<file path="config.mk">
export PLATFORM = sky130hd
export DESIGN_NAME = drive_enve_addr_gen
export DESIGN_NICKNAME = d
export VERILOG_FILES = /design/src/rtl/drive_enve_pkg.sv /design/src/rtl/drive_enve_addr_gen_desc_buffer.sv /design/src/rtl/drive_enve_addr_gen.sv
export SDC_FILE = /design/constraint.sdc
export NUM_CORES = 1
export LEC_CHECK = 0
export ABC_AREA = 1
export BUFFER_PORTS_ARGS = -buffer_cell sky130_fd_sc_hd__buf_2
export CAP_MARGIN = 20
export CELL_PAD_IN_SITES_DETAIL_PLACEMENT = 1
export CELL_PAD_IN_SITES_GLOBAL_PLACEMENT = 1
export CORE_MARGIN = 5
export CORE_UTILIZATION = 37
export DETAILED_ROUTE_END_ITERATION = 8
export PLACE_DENSITY_LB_ADDON = 0.05
export REMOVE_ABC_BUFFERS = 1
export SLEW_MARGIN = 20
export SYNTH_ARGS = -nofsm -noshare
export SYNTH_HDL_FRONTEND = slang
export SYNTH_SLANG_ARGS = --single-unit
</file>
<file path="constraint.sdc">
create_clock -name clk -period 1.5 [get_ports clk]
set_clock_uncertainty 0.15 [all_clocks]
set_input_delay 0.225 -clock clk [delete_from_list [all_inputs] [get_ports clk]]
set_output_delay 0.225 -clock clk [all_outputs]
set_load 0.01 [all_outputs]
</file>
<file path="src/rtl/drive_enve_pkg.sv">
// Shared types and default widths for the drive-circuit envelope-memory address generator.
package drive_enve_pkg;

  localparam int ENVE_ADDR_WIDTH_DEF = 8;
  localparam int ENVE_LEN_WIDTH_DEF  = 8;
  localparam int ENVE_DEPTH_DEF      = 256;

  typedef enum logic [1:0] {
    IDLE,
    ARMED,
    READ,
    FIN
  } enve_state_t;

  typedef struct packed {
    logic [ENVE_ADDR_WIDTH_DEF-1:0] start;
    logic [ENVE_LEN_WIDTH_DEF-1:0]  len;
  } enve_desc_t;

  // A zero-length descriptor completes immediately without producing addresses.
  function automatic logic desc_is_empty(input enve_desc_t d);
    return (d.len == '0);
  endfunction

endpackage

</file>
<file path="src/rtl/drive_enve_addr_gen_desc_buffer.sv">
// One-deep pending descriptor register: last write wins, flags overwrites, cleared on promote.
module drive_enve_desc_buffer
  import drive_enve_pkg::*;
(
  input  logic       clk,
  input  logic       rst,
  input  logic       push,
  input  enve_desc_t push_desc,
  input  logic       pop,
  output logic       valid,
  output enve_desc_t head_desc,
  output logic       ovf
);

  enve_desc_t stored_desc;

  always_ff @(posedge clk) begin
    if (rst) begin
      valid       <= 1'b0;
      stored_desc <= '0;
    end else begin
      if (push) begin
        stored_desc <= push_desc;
      end
      if (pop) begin
        valid <= 1'b0;
      end else if (push) begin
        valid <= 1'b1;
      end
    end
  end

  // A write in the same cycle as a promote is forwarded so the newest descriptor wins.
  assign head_desc = push ? push_desc : stored_desc;
  assign ovf       = push && valid;

endmodule

</file>
<file path="src/rtl/drive_enve_addr_gen.sv">
// Per-bank envelope-memory address generator: latches a descriptor, streams addresses, pulses fin.
// Optional ENVE_ADDR_BOUND_CHECK_EN rejects descriptors running past ENVE_DEPTH and adds addr_err.
module drive_enve_addr_gen
  import drive_enve_pkg::*;
#(
  parameter int ENVE_ADDR_WIDTH = ENVE_ADDR_WIDTH_DEF,
  parameter int ENVE_LEN_WIDTH  = ENVE_LEN_WIDTH_DEF,
  parameter int ENVE_DEPTH      = ENVE_DEPTH_DEF
)
(
  input  logic                       clk,
  input  logic                       rst,
  input  logic                       set_enve_memory_addr,
  input  logic                       start_read_addr,
  input  logic                       increment_enve_memory_addr,
  input  logic [ENVE_ADDR_WIDTH-1:0] start_addr_in,
  input  logic [ENVE_LEN_WIDTH-1:0]  env_len_in,
  output logic [ENVE_ADDR_WIDTH-1:0] enve_memory_addr,
  output logic                       valid_addr,
  output logic                       is_read_env_fin,
  output logic                       desc_armed,
  output logic                       pend_ovf
`ifdef ENVE_ADDR_BOUND_CHECK_EN
  ,
  output logic                       addr_err
`endif
);

`ifdef ENVE_ADDR_BOUND_CHECK_EN
  localparam bit BOUND_EN = 1'b1;
`else
  localparam bit BOUND_EN = 1'b0;
`endif

  enve_state_t                state;
  enve_state_t                state_next;
  enve_desc_t                 cur_desc;
  enve_desc_t                 in_desc;
  enve_desc_t                 buf_head;
  logic [ENVE_LEN_WIDTH-1:0]  rem_q;
  logic [ENVE_ADDR_WIDTH:0]   desc_end;
  logic                       set_rej;
  logic                       set_ok;
  logic                       buf_push;
  logic                       buf_pop;
  logic                       buf_valid;
  logic                       buf_ovf;
  logic                       has_pending;

  assign in_desc = {start_addr_in, env_len_in};

  // End address is formed one bit wider so a descriptor ending exactly at the depth is legal.
  assign desc_end = {1'b0, start_addr_in} + (ENVE_ADDR_WIDTH+1)'(env_len_in);
  assign set_rej  = set_enve_memory_addr && BOUND_EN
                    && (desc_end > (ENVE_ADDR_WIDTH+1)'(ENVE_DEPTH));
  assign set_ok   = set_enve_memory_addr && !set_rej;

  assign buf_push    = set_ok && ((state == READ) || (state == FIN));
  assign buf_pop     = (state == FIN);
  assign has_pending = buf_valid || buf_push;

  drive_enve_desc_buffer u_desc_buffer (
    .clk       (clk),
    .rst       (rst),
    .push      (buf_push),
    .push_desc (in_desc),
    .pop       (buf_pop),
    .valid     (buf_valid),
    .head_desc (buf_head),
    .ovf       (buf_ovf)
  );

  always_ff @(posedge clk) begin
    if (rst) begin
      state <= IDLE;
    end else begin
      state <= state_next;
    end
  end

  always_comb begin
    state_next = state;
    case (state)
      IDLE: begin
        if (set_ok) begin
          state_next = desc_is_empty(in_desc) ? FIN : ARMED;
        end
      end
      ARMED: begin
        // A rejected descriptor freezes the bank for this cycle, including any start.
        if (!set_rej) begin
          if (set_ok && desc_is_empty(in_desc)) begin
            state_next = FIN;
          end else if (start_read_addr) begin
            state_next = READ;
          end
        end
      end
      READ: begin
        if (increment_enve_memory_addr && (rem_q <= ENVE_LEN_WIDTH'(1))) begin
          state_next = FIN;
        end
      end
      FIN: begin
        if (has_pending) begin
          state_next = desc_is_empty(buf_head) ? FIN : ARMED;
        end else begin
          state_next = IDLE;
        end
      end
      default: state_next = IDLE;
    endcase
  end

  always_ff @(posedge clk) begin
    if (rst) begin
      cur_desc         <= '0;
      enve_memory_addr <= '0;
      rem_q            <= '0;
      pend_ovf         <= 1'b0;
    end else begin
      if (buf_ovf) begin
        pend_ovf <= 1'b1;
      end
      case (state)
        IDLE: begin
          if (set_ok) begin
            cur_desc <= in_desc;
          end
        end
        ARMED: begin
          if (!set_rej) begin
            if (set_ok) begin
              cur_desc <= in_desc;
            end
            if (start_read_addr) begin
              enve_memory_addr <= set_ok ? start_addr_in : cur_desc.start;
              rem_q            <= set_ok ? env_len_in    : cur_desc.len;
            end
          end
        end
        READ: begin
          if (increment_enve_memory_addr) begin
            rem_q <= rem_q - ENVE_LEN_WIDTH'(1);
            if (rem_q > ENVE_LEN_WIDTH'(1)) begin
              enve_memory_addr <= enve_memory_addr + ENVE_ADDR_WIDTH'(1);
            end
          end
        end
        FIN: begin
          if (has_pending) begin
            cur_desc <= buf_head;
          end
        end
        default: ;
      endcase
    end
  end

`ifdef ENVE_ADDR_BOUND_CHECK_EN
  always_ff @(posedge clk) begin
    if (rst) begin
      addr_err <= 1'b0;
    end else if (set_rej) begin
      addr_err <= 1'b1;
    end
  end
`endif

  always_comb begin
    valid_addr      = (state == READ);
    is_read_env_fin = (state == FIN);
    desc_armed      = (state == ARMED);
  end

endmodule

</file>
==> impl_metrics.yaml, run 1 <==
synth:
  synth.cell_area_mm2: 0.00270
  synth-compound-area-share_pct: 24.7
  ys_types: 26
  synth_xor_area_share_pct: 0.973
  synth_top_family_by_area: "compound AO/OA/AOI/OAI gates"
  avgSynthCellArea_um2: 6.62
  yosys_warnings: 0
  synthMuxAreaShare_pct: 1.11
  synthSimpleGateAreaFrac_pct: 23.3
  syn_inst: 408
  ys_seq_area_share_pct: 38.5
  synthAdderAreaFrac_pct: 1.39
  synth-seq-cells: 52
die:
  fp-row-count: 31
  start_util_pct: 37.6
  ios: 33
  dieArea_mm2: 0.00911
  die_w_um: 95.4
  die_h_um: 95.4
  core_mm2: 0.00718
worst_setup_path:
  worst_ep_required_time_ps: 1600
  worstSetupEndpoint: "state[1]$_SDFFE_PP0P_"
  r2r.worst_path.cells: 12
  crit_start: "rem_q[1]$_SDFFE_PP0P_"
  critPathMaxFanout: 4
  cp.arrival_ps: 1900
  timing.rr.start: "rem_q[1]$_SDFFE_PP0P_"
  cp-end-kind: "flip-flop"
  start_kind: "flip-flop"
  regToRegEndpoint: "state[1]$_SDFFE_PP0P_"
  r2r_slack_ps: -300
  worstSetupPathType: "flip-flop to flip-flop"
power:
  vdd_drop_max_mv: 0.765
  total_power_mw: 9.56
  p_leak_nw: 2.02
  power_density_mw_per_mm2: 2110
job:
  drv_cap: 0
timing:
  slew_violations: 0
  setup_viol: 41
  finalWorstSetupSlack_ps: -302
  max_freq_ghz: 0.555
  tns_ps: -7120
  relSlewSlack_pct: 69.8
  tightest_slew_ps: 452
  rsz0062_at_grt: "true"
  timing.final.crit_period_ps: 1800
  period_share_pct: 120
  hold_viol: 0
global_routing:
  antenna_found_initial: 0
  gr-total-overflow: 0
  grt_first_pass_wirelength_um: 18000
  grt_pass1_vias: 3468
  grt_usage_pct: 25.4
  grt_max_degree: 28
layout:
  final_cell_area_mm2: 0.00453
  n_antenna_cell: 0
  areaGrowthSynthToFinish_pct: 67.8
  finalNetCount: 551
  drive_gt1_share_pct: 49.2
  utilization_pct: 63.2
detailed_routing:
  wl_um: 13200
  dr_total_vias: 3513
  drt_iter0_markers: 188
  routedWlPerCell_um: 21.0
  drtPass1Iterations: 4
  vias_per_cell: 5.60
  drc: 0
  final_antenna_net_count: 0
cts:
  cts_tree: "yes"
  root_buffer: "clkbuf_8"
  clkTransAtPathRegs_ps: 110
  clock_latency_ps: 320
  cts_max_path_buffers: 2
  numCtsBuffers: 5
  cts.htree.levels: 2
  clock_sinks: 52
  hold_buffers: 0
run_status:
  status: "finished, violations left"
  violations: "setup timing"
place:
  hpwl_um: 6720
  port_buffers: 32
  dpl-instance-area_mm2: 0.00344
  gp_congestion: 0.813
min_path:
  hold_path.class: "primary input to flip-flop"
[through the flow]
| step | hold WS [ps] | std cells | setup WS (ps) |
|---|---|---|---|
| global placement | 288 | 590 | -218 |
| detailed placement | 297 | 590 | -283 |
| CTS | 73.7 | 621 | -143 |
| global route | 85.2 | 627 | -390 |
| floorplan | 144 | 385 | -913 |
| finish | 65.2 | 627 | -302 |
[metal layers]
metal  vias up  track usage (%)  part of all wire, %
met5         -                0                    0
met4         0             8.41                  3.8
met3        40             3.24                  4.1
met2       121             44.5                   50
met1      1747             32.2                   42
li1       1605                -                    -
[Yosys cell counts]
library cell  count  area share (%)
nand4_1           2            0.46
nor2_1           50             6.9
nand2_1          78              11
a21oi_1          46             8.5
a31oi_1           1            0.23
o21ai_1           6             1.1
clkbuf_1         10             1.4
o31ai_1           2            0.56
ha_1              3             1.4
o21bai_1          1            0.28
a211oi_1          1            0.28
xor2_1            2            0.65
buf_2            11             2.0
xnor2_1           1            0.32
buf_4             1            0.28
nand3_1          22             4.1
mux2i_1           3             1.1
dfxtp_1          52              39
o211ai_1          5             1.4
o21ai_0          49             9.1
buf_6             1            0.42
inv_1            37             5.1
nor2_2            2            0.46
inv_2             5            0.69
nor3_1            3            0.56
o22ai_1          14             3.2
[timing repair]
action | CTS | global route
setup buffers | 16 | 6
gates cloned | 7 | 1
resized for setup | 120 | 102
pin swaps | 22 | 21
endpoints found under the setup margin | 41 | 40
[placed cells by master (no fill, tap or decap), drive strengths merged]
cell	synthesis	final
nor2	52	52
nand2	78	78
o21bai	1	1
o22ai	14	14
a21oi	46	46
xor2	2	2
dfxtp	52	52
clkinv	0	1
buf	13	131
inv	42	43
o31ai	2	2
ha	3	3
a31oi	1	1
nand3	22	22
bufinv	0	3
xnor2	1	1
nand4	2	2
clkinvlp	0	1
a211oi	1	1
mux2i	3	3
nor3	3	3
clkbuf	10	6
o211ai	5	5
o21ai	55	55
[critical path, stage by stage, from the launching register on]
cell     delay (ps)
dfxtp_2         340
inv_4            80
ha_4            140
inv_2            30
nand2_1          80
nand4_1         140
nand2_2         140
buf_4           120
buf_6            90
nand3_4          80
nor2_2          100
nand2_1          60
a21oi_1         150
[where the power goes]
part / switching (mW) / internal [mW]
registers: 0.489 / 1.87
logic: 3.29 / 2.71
clock network: 0.527 / 0.672
[cell type report]
class | count | area (µm²)
clock inverter | 3 | 68.8
timing repair inverter | 3 | 27.5
fill | 876 | 2640
clock buffer | 5 | 68.8
multi-input combinational | 291 | 1870
timing repair buffer | 132 | 1110
tap | 99 | 124
sequential | 52 | 1060
inverter | 42 | 199
[worst min-delay path by stage]
| stage | start | end | slack, ps | depth (start not counted) |
|---|---|---|---|---|
| 6_report | start_addr_in[1] | u_desc_buffer.stored_desc[9]$_SDFF_PP0_ | 70 | 3 |
| 2_1_floorplan | rst | enve_memory_addr[2]$_SDFFE_PP0P_ | 140 | 1 |
| 3_3_place_gp | pend_ovf$_SDFFE_PP0P_ | pend_ovf$_SDFFE_PP0P_ | 290 | 2 |
| 5_1_grt | start_addr_in[0] | u_desc_buffer.stored_desc[8]$_SDFF_PP0_ | 90 | 3 |
| 4_1_cts | start_addr_in[1] | u_desc_buffer.stored_desc[9]$_SDFF_PP0_ | 70 | 3 |
| 3_5_place_dp | pend_ovf$_SDFFE_PP0P_ | pend_ovf$_SDFFE_PP0P_ | 300 | 2 |
[cells by family (layout without fill, tap and decap cells)]
family | Yosys count | after routing
xor gates and xnor gates | 3 | 3
and+or+nand+nor | 157 | 157
AOI/OAI and AO/OA | 125 | 125
DFF | 52 | 52
adders and majority gates | 3 | 3
muxes | 3 | 3
buffers and inverters | 65 | 185
[state kept, by name, summed over array words and instances, names as in the netlist]
name                       count
pend_ovf                       1
cur_desc                      16
state                          2
enve_memory_addr               8
rem_q                          8
u_desc_buffer.valid            1
u_desc_buffer.stored_desc     16
Power figures use the tool's default switching activity.
==> run 2: changes to the inputs <==
--- a/config.mk
+++ b/config.mk
@@ -19,3 +19,4 @@
 export SYNTH_ARGS = -nofsm -noshare
 export SYNTH_HDL_FRONTEND = slang
 export SYNTH_SLANG_ARGS = --single-unit
+export TNS_END_PERCENT = 10
==> run 2 against run 1 <==
Against the previous run: critical path type unchanged; routed wire length shrank 21%; highest routed layer unchanged; the run still ends with setup timing left; die area unchanged; setup slack gained 140 ps.
==> impl_metrics.yaml, run 2 (synthesis gave the netlist of run 1 again) <==
worst_setup_path:
  crit_slowest_cell: "dfxtp_4"
  cp.buffers_inverters: 2
  slowest_delay_ps: 370
  cpLargestDelayFamily: "simple AND/OR/NAND/NOR gates"
  critPathMaxFanout: 14
  worstSetupPathType: "flip-flop to flip-flop"
  worst_ep_required_time_ps: 1600
  start_kind: "flip-flop"
  cp.arrival_ps: 1760
  cp-end-kind: "flip-flop"
  cp_cell_sequence: "buf_12 > buf_6 > nand3_1 > nand2_2 > nor2_2 > nand3_2 > o21ai_2 > nand2_1 > a21oi_1"
layout:
  finalNetCount: 534
  utilization_pct: 55.8
  final_cell_mix: "buf_4 (74), nand2_1 (58), dfxtp_1 (45)"
  reg_top3: "cur_desc x16, u_desc_buffer.stored_desc x16"
  final_common_cell: "buf_4"
  n_antenna_cell: 0
  drive_gt1_share_pct: 39.5
  areaGrowthSynthToFinish_pct: 48.2
global_routing:
  antenna_found_initial: 0
  grt_pass1_vias: 3194
  gr-total-overflow: 0
  grt_max_degree: 28
  grt_first_pass_wirelength_um: 16100
  grt_usage_pct: 22.6
job:
  drv_cap: 0
timing:
  timing.final.crit_period_ps: 1670
  finalWorstSetupSlack_ps: -165
  setup_viol: 31
  tightest_slew_ps: 352
  hold_viol: 0
  slew_violations: 0
  relSlewSlack_pct: 76.5
  max_freq_ghz: 0.600
  rsz0062_at_grt: "true"
  period_share_pct: 111
power:
  internal-power_mw: 4.57
  total_power_mw: 7.96
  p_leak_nw: 1.84
  vdd_drop_max_mv: 0.617
  switchingPower_mw: 3.39
  p_sw_share_pct: 42.6
  power_density_mw_per_mm2: 1990
  p_seq_share_pct: 28.1
  power_frac_comb_pct: 57.0
  pwr-share-clk_pct: 14.8
run_status:
  status: "finished, violations left"
  violations: "setup timing"
detailed_routing:
  final_antenna_net_count: 0
  dr_total_vias: 3207
  routedWlPerCell_um: 17.0
  drc: 0
  vias_per_cell: 5.26
  drt_iter0_markers: 155
  drtPass1Iterations: 4
  wl_um: 10400
cts:
  cts_max_path_buffers: 2
  numCtsBuffers: 5
  clock_sinks: 52
  cts_tree: "yes"
  cts.htree.levels: 2
  clkTransAtPathRegs_ps: 100
  hold_buffers: 0
  clock_latency_ps: 320
  root_buffer: "clkbuf_8"
place:
  hpwl_um: 6720
  port_buffers: 32
  gp_congestion: 0.813
die:
  ios: 33
  die_w_um: 95.4
  dieArea_mm2: 0.00911
  core_mm2: 0.00718
  start_util_pct: 37.6
  die_h_um: 95.4
  fp-row-count: 31
min_path:
  hold_path.class: "primary input to flip-flop"
-- run 2: path summary, 6_finish.rpt --
path,from,end,slack (ps),cells past startpoint
max,state[1]$_SDFFE_PP0P_,state[1]$_SDFFE_PP0P_,-170,9
min,start_addr_in[1],u_desc_buffer.stored_desc[9]$_SDFF_PP0_,70,3
max reg2reg,state[1]$_SDFFE_PP0P_,state[1]$_SDFFE_PP0P_,-170,9
min reg2reg,pend_ovf$_SDFFE_PP0P_,pend_ovf$_SDFFE_PP0P_,310,2
-- run 2: tightest hold or removal path, delay by kind of cell --
kind,cells,cell delay (ps)
AND/OR/NAND/NOR,1,100
AO/OA/AOI/OAI,1,70
buffers and inverters,1,110
-- run 2: final cells by class --
cell class                 count  area [µm²]
clock inverter                 3        68.8
inverter                      42         176
tap                           99         124
multi-input combinational    291        1630
timing repair buffer         116         865
fill                         930        3170
timing repair inverter         2        20.0
clock buffer                   5        68.8
sequential                    52        1050
-- run 2: repair_timing --
action | 4_1_cts | 5_1_grt
setup endpoints to repair | 41 | 40
setup buffers | 6 | 3
gates resized for setup | 63 | 67
pin swaps | 7 | 16
gates cloned | 3 | 0
-- run 2: stage by stage --
stage	setup WS (ps)	instance area [µm²]	TNS, ps	hold slack (ps)	std cells
CTS	-140	3790	-2400	61.4	607
global placement	-218	3440	-3300	288	590
global route	-247	4000	-5670	60.3	610
detailed placement	-283	3440	-5360	297	590
floorplan	-913	2590	-30730	144	385
finish	-165	4000	-2390	70.9	610
-- run 2: layer usage --
layer	wire length [µm]	up-vias	track usage (%)
met5	0	-	0
met4	169	0	5.81
met3	389	15	3.63
met2	5150	63	37.5
met1	4670	1565	30.5
li1	-	1564	-
-- run 2: power groups by stage --
stage	registers, mW	clock network (mW)	logic [mW]
final	2.24	1.18	4.54
after global routing	2.30	1.27	4.96
after CTS	2.19	1.21	4.05
after detailed placement	2.17	0	3.58
after global placement	2.15	0	3.46
after floorplan	2.20	0	1.84
